`src/rtl/mmss_countdown_timer.sv`:
```
// BCD mm:ss countdown timer with one-second prescaler, start/pause/load control,
// optional auto-reload after expiry, and expiry/low-time warning flags.
module mmss_countdown_timer #(
  parameter int CLK_DIV   = 100000000,
  parameter int START_MIN = 1,
  parameter int START_SEC = 0,
  parameter int WARN_SEC  = 10
) (
  input  logic       clk,
  input  logic       reset,
  input  logic       start,
  input  logic       pause,
  input  logic       load,
  input  logic       auto_reload,
  input  logic [3:0] load_m2,
  input  logic [3:0] load_m1,
  input  logic [2:0] load_s2,
  input  logic [3:0] load_s1,
  output logic [3:0] m2,
  output logic [3:0] m1,
  output logic [2:0] s2,
  output logic [3:0] s1,
  output logic       running,
  output logic       paused,
  output logic       expired,
  output logic       expire_pulse,
  output logic       warn
);

  localparam int PW = (CLK_DIV <= 1) ? 1 : $clog2(CLK_DIV);
  localparam logic [PW-1:0] PRE_MAX = PW'(CLK_DIV - 1);

  localparam logic [1:0] S_IDLE    = 2'd0;
  localparam logic [1:0] S_RUN     = 2'd1;
  localparam logic [1:0] S_PAUSED  = 2'd2;
  localparam logic [1:0] S_EXPIRED = 2'd3;

  localparam logic [3:0] RST_M2 = 4'(START_MIN / 10);
  localparam logic [3:0] RST_M1 = 4'(START_MIN % 10);
  localparam logic [2:0] RST_S2 = 3'(START_SEC / 10);
  localparam logic [3:0] RST_S1 = 4'(START_SEC % 10);

  logic [1:0]    state_q, state_d;
  logic [PW-1:0] pre_q, pre_d;
  logic [3:0]    m2_q, m2_d, m1_q, m1_d, s1_q, s1_d;
  logic [2:0]    s2_q, s2_d;
  logic [3:0]    pm2_q, pm2_d, pm1_q, pm1_d, ps1_q, ps1_d;
  logic [2:0]    ps2_q, ps2_d;
  logic          pulse_q, pulse_d;

  logic [3:0] cm2, cm1, cs1;
  logic [2:0] cs2;
  logic       dig_zero, dig_one;
  logic [6:0] secs;

  assign cm2 = (load_m2 > 4'd9) ? 4'd9 : load_m2;
  assign cm1 = (load_m1 > 4'd9) ? 4'd9 : load_m1;
  assign cs2 = (load_s2 > 3'd5) ? 3'd5 : load_s2;
  assign cs1 = (load_s1 > 4'd9) ? 4'd9 : load_s1;

  assign dig_zero = (m2_q == 4'd0) && (m1_q == 4'd0) && (s2_q == 3'd0) && (s1_q == 4'd0);
  assign dig_one  = (m2_q == 4'd0) && (m1_q == 4'd0) && (s2_q == 3'd0) && (s1_q == 4'd1);

  always_comb begin
    state_d = state_q;
    pre_d   = pre_q;
    m2_d = m2_q;  m1_d = m1_q;  s2_d = s2_q;  s1_d = s1_q;
    pm2_d = pm2_q; pm1_d = pm1_q; ps2_d = ps2_q; ps1_d = ps1_q;
    pulse_d = 1'b0;

    if (load) begin
      pm2_d = cm2; pm1_d = cm1; ps2_d = cs2; ps1_d = cs1;
      m2_d  = cm2; m1_d  = cm1; s2_d  = cs2; s1_d  = cs1;
      state_d = S_IDLE;
      pre_d   = '0;
    end else begin
      case (state_q)
        S_IDLE: begin
          if (start && !dig_zero) begin
            state_d = S_RUN;
            pre_d   = '0;
          end
        end
        S_PAUSED: begin
          if (start) state_d = S_RUN;
        end
        S_RUN: begin
          if (pause) begin
            state_d = S_PAUSED;
          end else if (pre_q != PRE_MAX) begin
            pre_d = pre_q + 1'b1;
          end else begin
            pre_d = '0;
            // 00:00 while running only occurs after an auto-reload expiry
            if (dig_one) begin
              m2_d = 4'd0; m1_d = 4'd0; s2_d = 3'd0; s1_d = 4'd0;
              pulse_d = 1'b1;
              if (!auto_reload) state_d = S_EXPIRED;
            end else if (dig_zero) begin
              if (auto_reload) begin
                m2_d = pm2_q; m1_d = pm1_q; s2_d = ps2_q; s1_d = ps1_q;
              end else begin
                state_d = S_EXPIRED;
              end
            end else if (s1_q != 4'd0) begin
              s1_d = s1_q - 4'd1;
            end else begin
              s1_d = 4'd9;
              if (s2_q != 3'd0) begin
                s2_d = s2_q - 3'd1;
              end else begin
                s2_d = 3'd5;
                if (m1_q != 4'd0) begin
                  m1_d = m1_q - 4'd1;
                end else begin
                  m1_d = 4'd9;
                  m2_d = m2_q - 4'd1;
                end
              end
            end
          end
        end
        default: ;
      endcase
    end
  end

  always_ff @(posedge clk) begin
    if (!reset) begin
      state_q <= S_IDLE;
      pre_q   <= '0;
      pulse_q <= 1'b0;
      m2_q  <= RST_M2; m1_q  <= RST_M1; s2_q  <= RST_S2; s1_q  <= RST_S1;
      pm2_q <= RST_M2; pm1_q <= RST_M1; ps2_q <= RST_S2; ps1_q <= RST_S1;
    end else begin
      state_q <= state_d;
      pre_q   <= pre_d;
      pulse_q <= pulse_d;
      m2_q  <= m2_d;  m1_q  <= m1_d;  s2_q  <= s2_d;  s1_q  <= s1_d;
      pm2_q <= pm2_d; pm1_q <= pm1_d; ps2_q <= ps2_d; ps1_q <= ps1_d;
    end
  end

  assign secs = 7'(s2_q) * 7'd10 + 7'(s1_q);

  assign m2 = m2_q;
  assign m1 = m1_q;
  assign s2 = s2_q;
  assign s1 = s1_q;
  assign running      = (state_q == S_RUN);
  assign paused       = (state_q == S_PAUSED);
  assign expired      = (state_q == S_EXPIRED);
  assign expire_pulse = pulse_q;
  assign warn = (running || paused) && (m2_q == 4'd0) && (m1_q == 4'd0) &&
                (secs != 7'd0) && (secs <= 7'(WARN_SEC)) && (WARN_SEC != 0);

endmodule

```
`config.mk`:
```
export PLATFORM = sky130hd
export DESIGN_NAME = mmss_countdown_timer
export DESIGN_NICKNAME = d
export VERILOG_FILES = /design/src/rtl/mmss_countdown_timer.sv
export SDC_FILE = /design/constraint.sdc
export NUM_CORES = 1
export LEC_CHECK = 0
export ABC_AREA = 1
export BUFFER_PORTS_ARGS = -buffer_cell sky130_fd_sc_hd__buf_4
export CAP_MARGIN = 10
export CORE_ASPECT_RATIO = 0.6
export CORE_MARGIN = 10
export CORE_UTILIZATION = 53
export CTS_CLUSTER_SIZE = 20
export DETAILED_ROUTE_END_ITERATION = 12
export PLACE_DENSITY = 0.73
export SYNTH_ARGS = -nofsm -noshare
export SYNTH_HDL_FRONTEND = slang
export SYNTH_SLANG_ARGS = --single-unit
```
`constraint.sdc`:
```
create_clock -name clk -period 1.95 [get_ports clk]
set_input_delay 0.0975 -clock clk [delete_from_list [all_inputs] [get_ports clk]]
set_output_delay 0.0975 -clock clk [all_outputs]
set_load 0.02 [all_outputs]
```
==> run_summary.xml <==
<?xml version="1.0" encoding="UTF-8"?>
<metrics>
  <group name="sta">
    <metric name="worst_hold_check_slack" unit="ns">0.0199</metric>
    <metric name="worst_pin_slew" unit="ns">0.563</metric>
    <metric name="min_period" unit="ns">2.29</metric>
    <metric name="fin_ws" unit="ns">-0.338</metric>
    <metric name="maxClockFrequency" unit="GHz">0.437</metric>
    <metric name="final.setup_skew" unit="ns">0.00861</metric>
    <metric name="final_hold_vio_count" unit="">0</metric>
    <metric name="finalSetupViolCount" unit="">1</metric>
    <metric name="layout_worst_path_cycle_share" unit="%">117</metric>
    <metric name="final-max-slew-violation-count" unit="">0</metric>
    <metric name="setup_repair_after_global_routing_missed_its_margin" unit="">yes</metric>
    <metric name="slew-limit-headroom" unit="%">62.4</metric>
  </group>
  <group name="layout">
    <metric name="number_of_antenna_diodes" unit="">0</metric>
    <metric name="multi_input_comb_area" unit="um2">2660</metric>
    <metric name="num-fill-cells" unit="">612</metric>
    <metric name="finalNonFillerCells" unit="">803</metric>
    <metric name="regArea" unit="um2">1210</metric>
    <metric name="fraction_of_final_layout_cells_sized_beyond_drive_strength_1" unit="%">25.5</metric>
    <metric name="synthToLayoutAreaGrowth" unit="%">29.1</metric>
    <metric name="nNetsFinal" unit="">731</metric>
  </group>
  <group name="detailed_routing">
    <metric name="drt_pre_antenna_iters" unit="">5</metric>
    <metric name="post_drt_via_cell_ratio" unit="">5.49</metric>
    <metric name="dr_wl_met3" unit="mm">1.43</metric>
    <metric name="wl_met2" unit="mm">5.01</metric>
    <metric name="route.final.wire_length" unit="mm">12.6</metric>
    <metric name="top_signal_layer_used" unit="">met4</metric>
    <metric name="drcViolationCount" unit="">0</metric>
    <metric name="routed_wire_length_per_instance" unit="um">15.7</metric>
    <metric name="routedLengthMet1" unit="mm">5.95</metric>
    <metric name="detail_route.iter0.violations" unit="">499</metric>
    <metric name="ant_nets" unit="">0</metric>
    <metric name="route.vias.total" unit="">4409</metric>
  </group>
  <group name="setup_path">
    <metric name="regToRegEndpoint" unit="">s2[2]</metric>
    <metric name="cp_top_family" unit="">adder cells</metric>
    <metric name="worst-r2r-cell-count" unit="">9</metric>
    <metric name="critPathLaunchType" unit="">register</metric>
    <metric name="timing.critical_path.fanout_max" unit="">3</metric>
    <metric name="cp.depth" unit="">7</metric>
    <metric name="crit_path_category" unit="">reg -&gt; out</metric>
    <metric name="cp.required" unit="ns">1.85</metric>
    <metric name="worstPathCellList" unit="">ha_4 &gt; ha_4 &gt; nand2_2 &gt; o21ai_2 &gt; or3_4 &gt; a211oi_4 &gt; buf_6</metric>
    <metric name="cp_slowest_stage_delay" unit="ns">0.40</metric>
    <metric name="crit_end" unit="">warn</metric>
    <metric name="path_buf_inv" unit="">1</metric>
    <metric name="critical_path_arrival" unit="ns">2.19</metric>
    <metric name="endpoint_kind" unit="">output pin</metric>
    <metric name="setup.reg_to_reg.worst_slack" unit="ns">0.08</metric>
    <metric name="critPathLaunch" unit="">s2[0]</metric>
    <metric name="critical_path.slowest_cell" unit="">sky130_fd_sc_hd__or3_4</metric>
    <metric name="worst_path_most_repeated_cell" unit="">sky130_fd_sc_hd__ha_4</metric>
    <metric name="worstReg2RegStart" unit="">s2[0]</metric>
  </group>
  <group name="clocking">
    <metric name="path_clk_slew" unit="ns">0.05</metric>
    <metric name="worstSkewPairLatency" unit="ns">0.35</metric>
    <metric name="clock_tree_from_tritoncts" unit="">done</metric>
    <metric name="numCtsBuffers" unit="">9</metric>
    <metric name="max-clock-path-buffers" unit="">2</metric>
    <metric name="cts_htree_levels" unit="">3</metric>
    <metric name="root_buffer" unit="">sky130_fd_sc_hd__clkbuf_16</metric>
    <metric name="clkSinkCount" unit="">60</metric>
  </group>
  <group name="placement">
    <metric name="number_of_buffers_added_on_ports" unit="">40</metric>
    <metric name="detailedPlace.worstSlack" unit="ns">-0.0201</metric>
    <metric name="gp_congestion" unit="">0.984</metric>
    <metric name="detailedPlacementHpwl" unit="mm">9.34</metric>
    <metric name="placedCellCount" unit="">782</metric>
  </group>
  <group name="run">
    <metric name="cap_violations" unit="">0</metric>
  </group>
  <group name="global_route">
    <metric name="via_count_of_the_first_global_routing_pass" unit="">4070</metric>
    <metric name="antenna_violations_before_repair" unit="">0</metric>
    <metric name="combined_global_route_utilization_of_all_metal_layers" unit="%">21.8</metric>
    <metric name="grt_first_pass_wirelength" unit="mm">20.4</metric>
    <metric name="globalRoute.totalOverflow" unit="">0</metric>
    <metric name="grt_start_max_net_pins" unit="">19</metric>
  </group>
  <group name="floorplan">
    <metric name="floorplan.io_pins" unit="">41</metric>
    <metric name="die_x" unit="um">133</metric>
    <metric name="core_region_area" unit="um2">7330</metric>
    <metric name="fp.dieArea" unit="um2">11600</metric>
    <metric name="effective_utilization_at_floorplan" unit="%">55.2</metric>
    <metric name="fp-row-count" unit="">24</metric>
    <metric name="floorplan.die.height" unit="um">87.7</metric>
  </group>
  <group name="synth">
    <metric name="yosys_warnings" unit="">0</metric>
    <metric name="postSynthAreaPerCell" unit="um2">6.53</metric>
    <metric name="ys_types" unit="">42</metric>
    <metric name="postSynthCellCount" unit="">620</metric>
    <metric name="synth_nets" unit="">657</metric>
    <metric name="post_synth_instance_area" unit="um2">4050</metric>
    <metric name="synth_seq_area_share" unit="%">29.7</metric>
    <metric name="ys_ff_latch" unit="">60</metric>
  </group>
  <group name="run_status">
    <metric name="failing_checks" unit="">setup timing</metric>
    <metric name="run_status" unit="">finished, violations left</metric>
  </group>
  <group name="power">
    <metric name="power-per-cell-area" unit="nW/um2">737</metric>
    <metric name="ir_worst_vdd" unit="uV">568</metric>
    <metric name="cellLeakagePower" unit="nW">2.23</metric>
    <metric name="total_power" unit="mW">3.85</metric>
  </group>
  <group name="min_path">
    <metric name="hold_path_class" unit="">in -&gt; reg</metric>
  </group>
</metrics>
## cells in the final DEF (no fill, tap or decap), types with 5 or more instances in the layout
master / count
sky130_fd_sc_hd__nor3_1: 16
sky130_fd_sc_hd__nand2_2: 12
sky130_fd_sc_hd__o22ai_1: 5
sky130_fd_sc_hd__ha_1: 8
sky130_fd_sc_hd__clkbuf_16: 9
sky130_fd_sc_hd__nand2_1: 143
sky130_fd_sc_hd__nor2_2: 8
sky130_fd_sc_hd__o21ai_0: 22
sky130_fd_sc_hd__dfxtp_1: 53
sky130_fd_sc_hd__nand3_1: 38
sky130_fd_sc_hd__nand4_1: 11
sky130_fd_sc_hd__o21bai_1: 7
sky130_fd_sc_hd__nand2_4: 7
sky130_fd_sc_hd__nor2_4: 8
sky130_fd_sc_hd__xor2_1: 11
sky130_fd_sc_hd__inv_2: 8
sky130_fd_sc_hd__inv_1: 62
sky130_fd_sc_hd__buf_4: 75
sky130_fd_sc_hd__dfxtp_2: 6
sky130_fd_sc_hd__a21oi_2: 8
sky130_fd_sc_hd__a21oi_1: 31
sky130_fd_sc_hd__nor2_1: 94
sky130_fd_sc_hd__ha_4: 6
## power by group
part,internal [mW],switching (mW)
sequential,1.27,0.0390
clock,1.06,0.616
combinational,0.358,0.505
total,2.69,1.16
## registers in the layout (all words and copies together) (netlist names)
signal,cells
s1,4
ps1_q,4
ps2_q,3
pre_q,27
m2,4
m1,4
pm2_q,4
pm1_q,4
s2,3
expire_pulse,1
state_q,2
## Yosys cell counts
library cell	instances	area, um2
sky130_fd_sc_hd__nand2_4	4	45.0
sky130_fd_sc_hd__ha_1	15	188
sky130_fd_sc_hd__xnor2_1	1	8.76
sky130_fd_sc_hd__a21oi_1	31	155
sky130_fd_sc_hd__nand3_4	1	17.5
sky130_fd_sc_hd__nand3_1	41	205
sky130_fd_sc_hd__clkbuf_1	6	22.5
sky130_fd_sc_hd__buf_2	5	25.0
sky130_fd_sc_hd__a31o_2	1	8.76
sky130_fd_sc_hd__nor4_1	4	25.0
sky130_fd_sc_hd__xor2_1	11	96.3
sky130_fd_sc_hd__nor2_2	4	25.0
sky130_fd_sc_hd__a31oi_1	4	25.0
sky130_fd_sc_hd__nor3_1	17	85.1
sky130_fd_sc_hd__a21oi_2	8	70.1
sky130_fd_sc_hd__dfxtp_1	60	1200
sky130_fd_sc_hd__nor2_4	7	78.8
sky130_fd_sc_hd__fa_1	1	20.0
sky130_fd_sc_hd__o21bai_1	7	52.6
sky130_fd_sc_hd__o21ai_0	26	130
sky130_fd_sc_hd__and2_0	1	6.26
sky130_fd_sc_hd__clkinv_4	1	8.76
sky130_fd_sc_hd__buf_8	1	15.0
sky130_fd_sc_hd__a21boi_0	4	30.0
sky130_fd_sc_hd__nand3b_1	1	7.51
sky130_fd_sc_hd__inv_1	66	248
sky130_fd_sc_hd__or3_1	1	6.26
sky130_fd_sc_hd__o22ai_1	5	31.3
sky130_fd_sc_hd__nor3b_1	3	22.5
sky130_fd_sc_hd__buf_1	1	3.75
sky130_fd_sc_hd__buf_12	1	20.0
sky130_fd_sc_hd__nand2_2	15	93.8
sky130_fd_sc_hd__inv_2	4	15.0
sky130_fd_sc_hd__nor2_1	99	372
sky130_fd_sc_hd__nand3_2	1	10.0
sky130_fd_sc_hd__buf_4	3	22.5
sky130_fd_sc_hd__a21boi_4	1	18.8
sky130_fd_sc_hd__nand2_1	144	541
sky130_fd_sc_hd__o211ai_1	1	7.51
sky130_fd_sc_hd__or2_2	1	6.26
sky130_fd_sc_hd__a211oi_1	1	7.51
sky130_fd_sc_hd__nand4_1	11	68.8
## logic make-up (layout without fill, tap and decap cells)
group,after synthesis,after routing,synth area share (%)
adders and majority gates,16,16,5.13
and+or+nand+nor,355,355,39.9
xor gates and xnor gates,12,12,2.60
AOI/OAI and AO/OA,89,89,13.3
DFF,60,60,29.7
buffers and inverters,88,167,9.40
## worst min-delay path, stage by stage
cell and delay, ns:
sky130_fd_sc_hd__buf_4 0.08, sky130_fd_sc_hd__a21oi_1 0.08, sky130_fd_sc_hd__nand3_1 0.07
## routing by layer
metal	vias up	track usage, %
li1	2146	-
met1	2003	30.2
met2	235	29.7
met3	25	8.46
met4	0	7.75
met5	-	0
## worst min path at each step
stage,from,to,slack (ns),cells after the start
floorplan,load_m1[0],pm1_q[0],0.23,2
global placement,load_m1[0],pm1_q[0],0.34,3
detailed placement,load_m1[0],pm1_q[0],0.35,3
CTS,load_m1[0],pm1_q[0],0.02,3
global route,load_m1[0],pm1_q[0],0.04,3
finish,load_m1[0],pm1_q[0],0.02,3
## layout make-up
| type | count | share of cell area, % |
|---|---|---|
| clock buffers | 11 | 4.84 |
| multi-input cells | 472 | 51.0 |
| flip-flops and latches | 60 | 23.2 |
| well taps | 104 | 2.49 |
| inverters | 71 | 5.20 |
| repair buffers | 80 | 12.2 |
| clock inverters | 5 | 1.13 |
## repair_timing
| action | 4_1_cts | 5_1_grt |
|---|---|---|
| setup buffers | 0 | 5 |
| resized for setup | 15 | 34 |
| pin swaps | 6 | 5 |
| setup endpoints to repair | 1 | 34 |
| hold buffers | 0 | 0 |
## per-stage QoR
| stage | TNS [ns] | utilization (%) | instance area (um2) |
|---|---|---|---|
| detailed placement | -0.0201 | 63.7 | 4670 |
| floorplan | 0 | - | 4060 |
| CTS | -0.280 | 69.1 | 5060 |
| global placement | 0 | 63.7 | 4670 |
| finish | -0.338 | 71.3 | 5230 |
| global route | -0.404 | 71.3 | 5230 |
(Power assumes the default switching activity.)
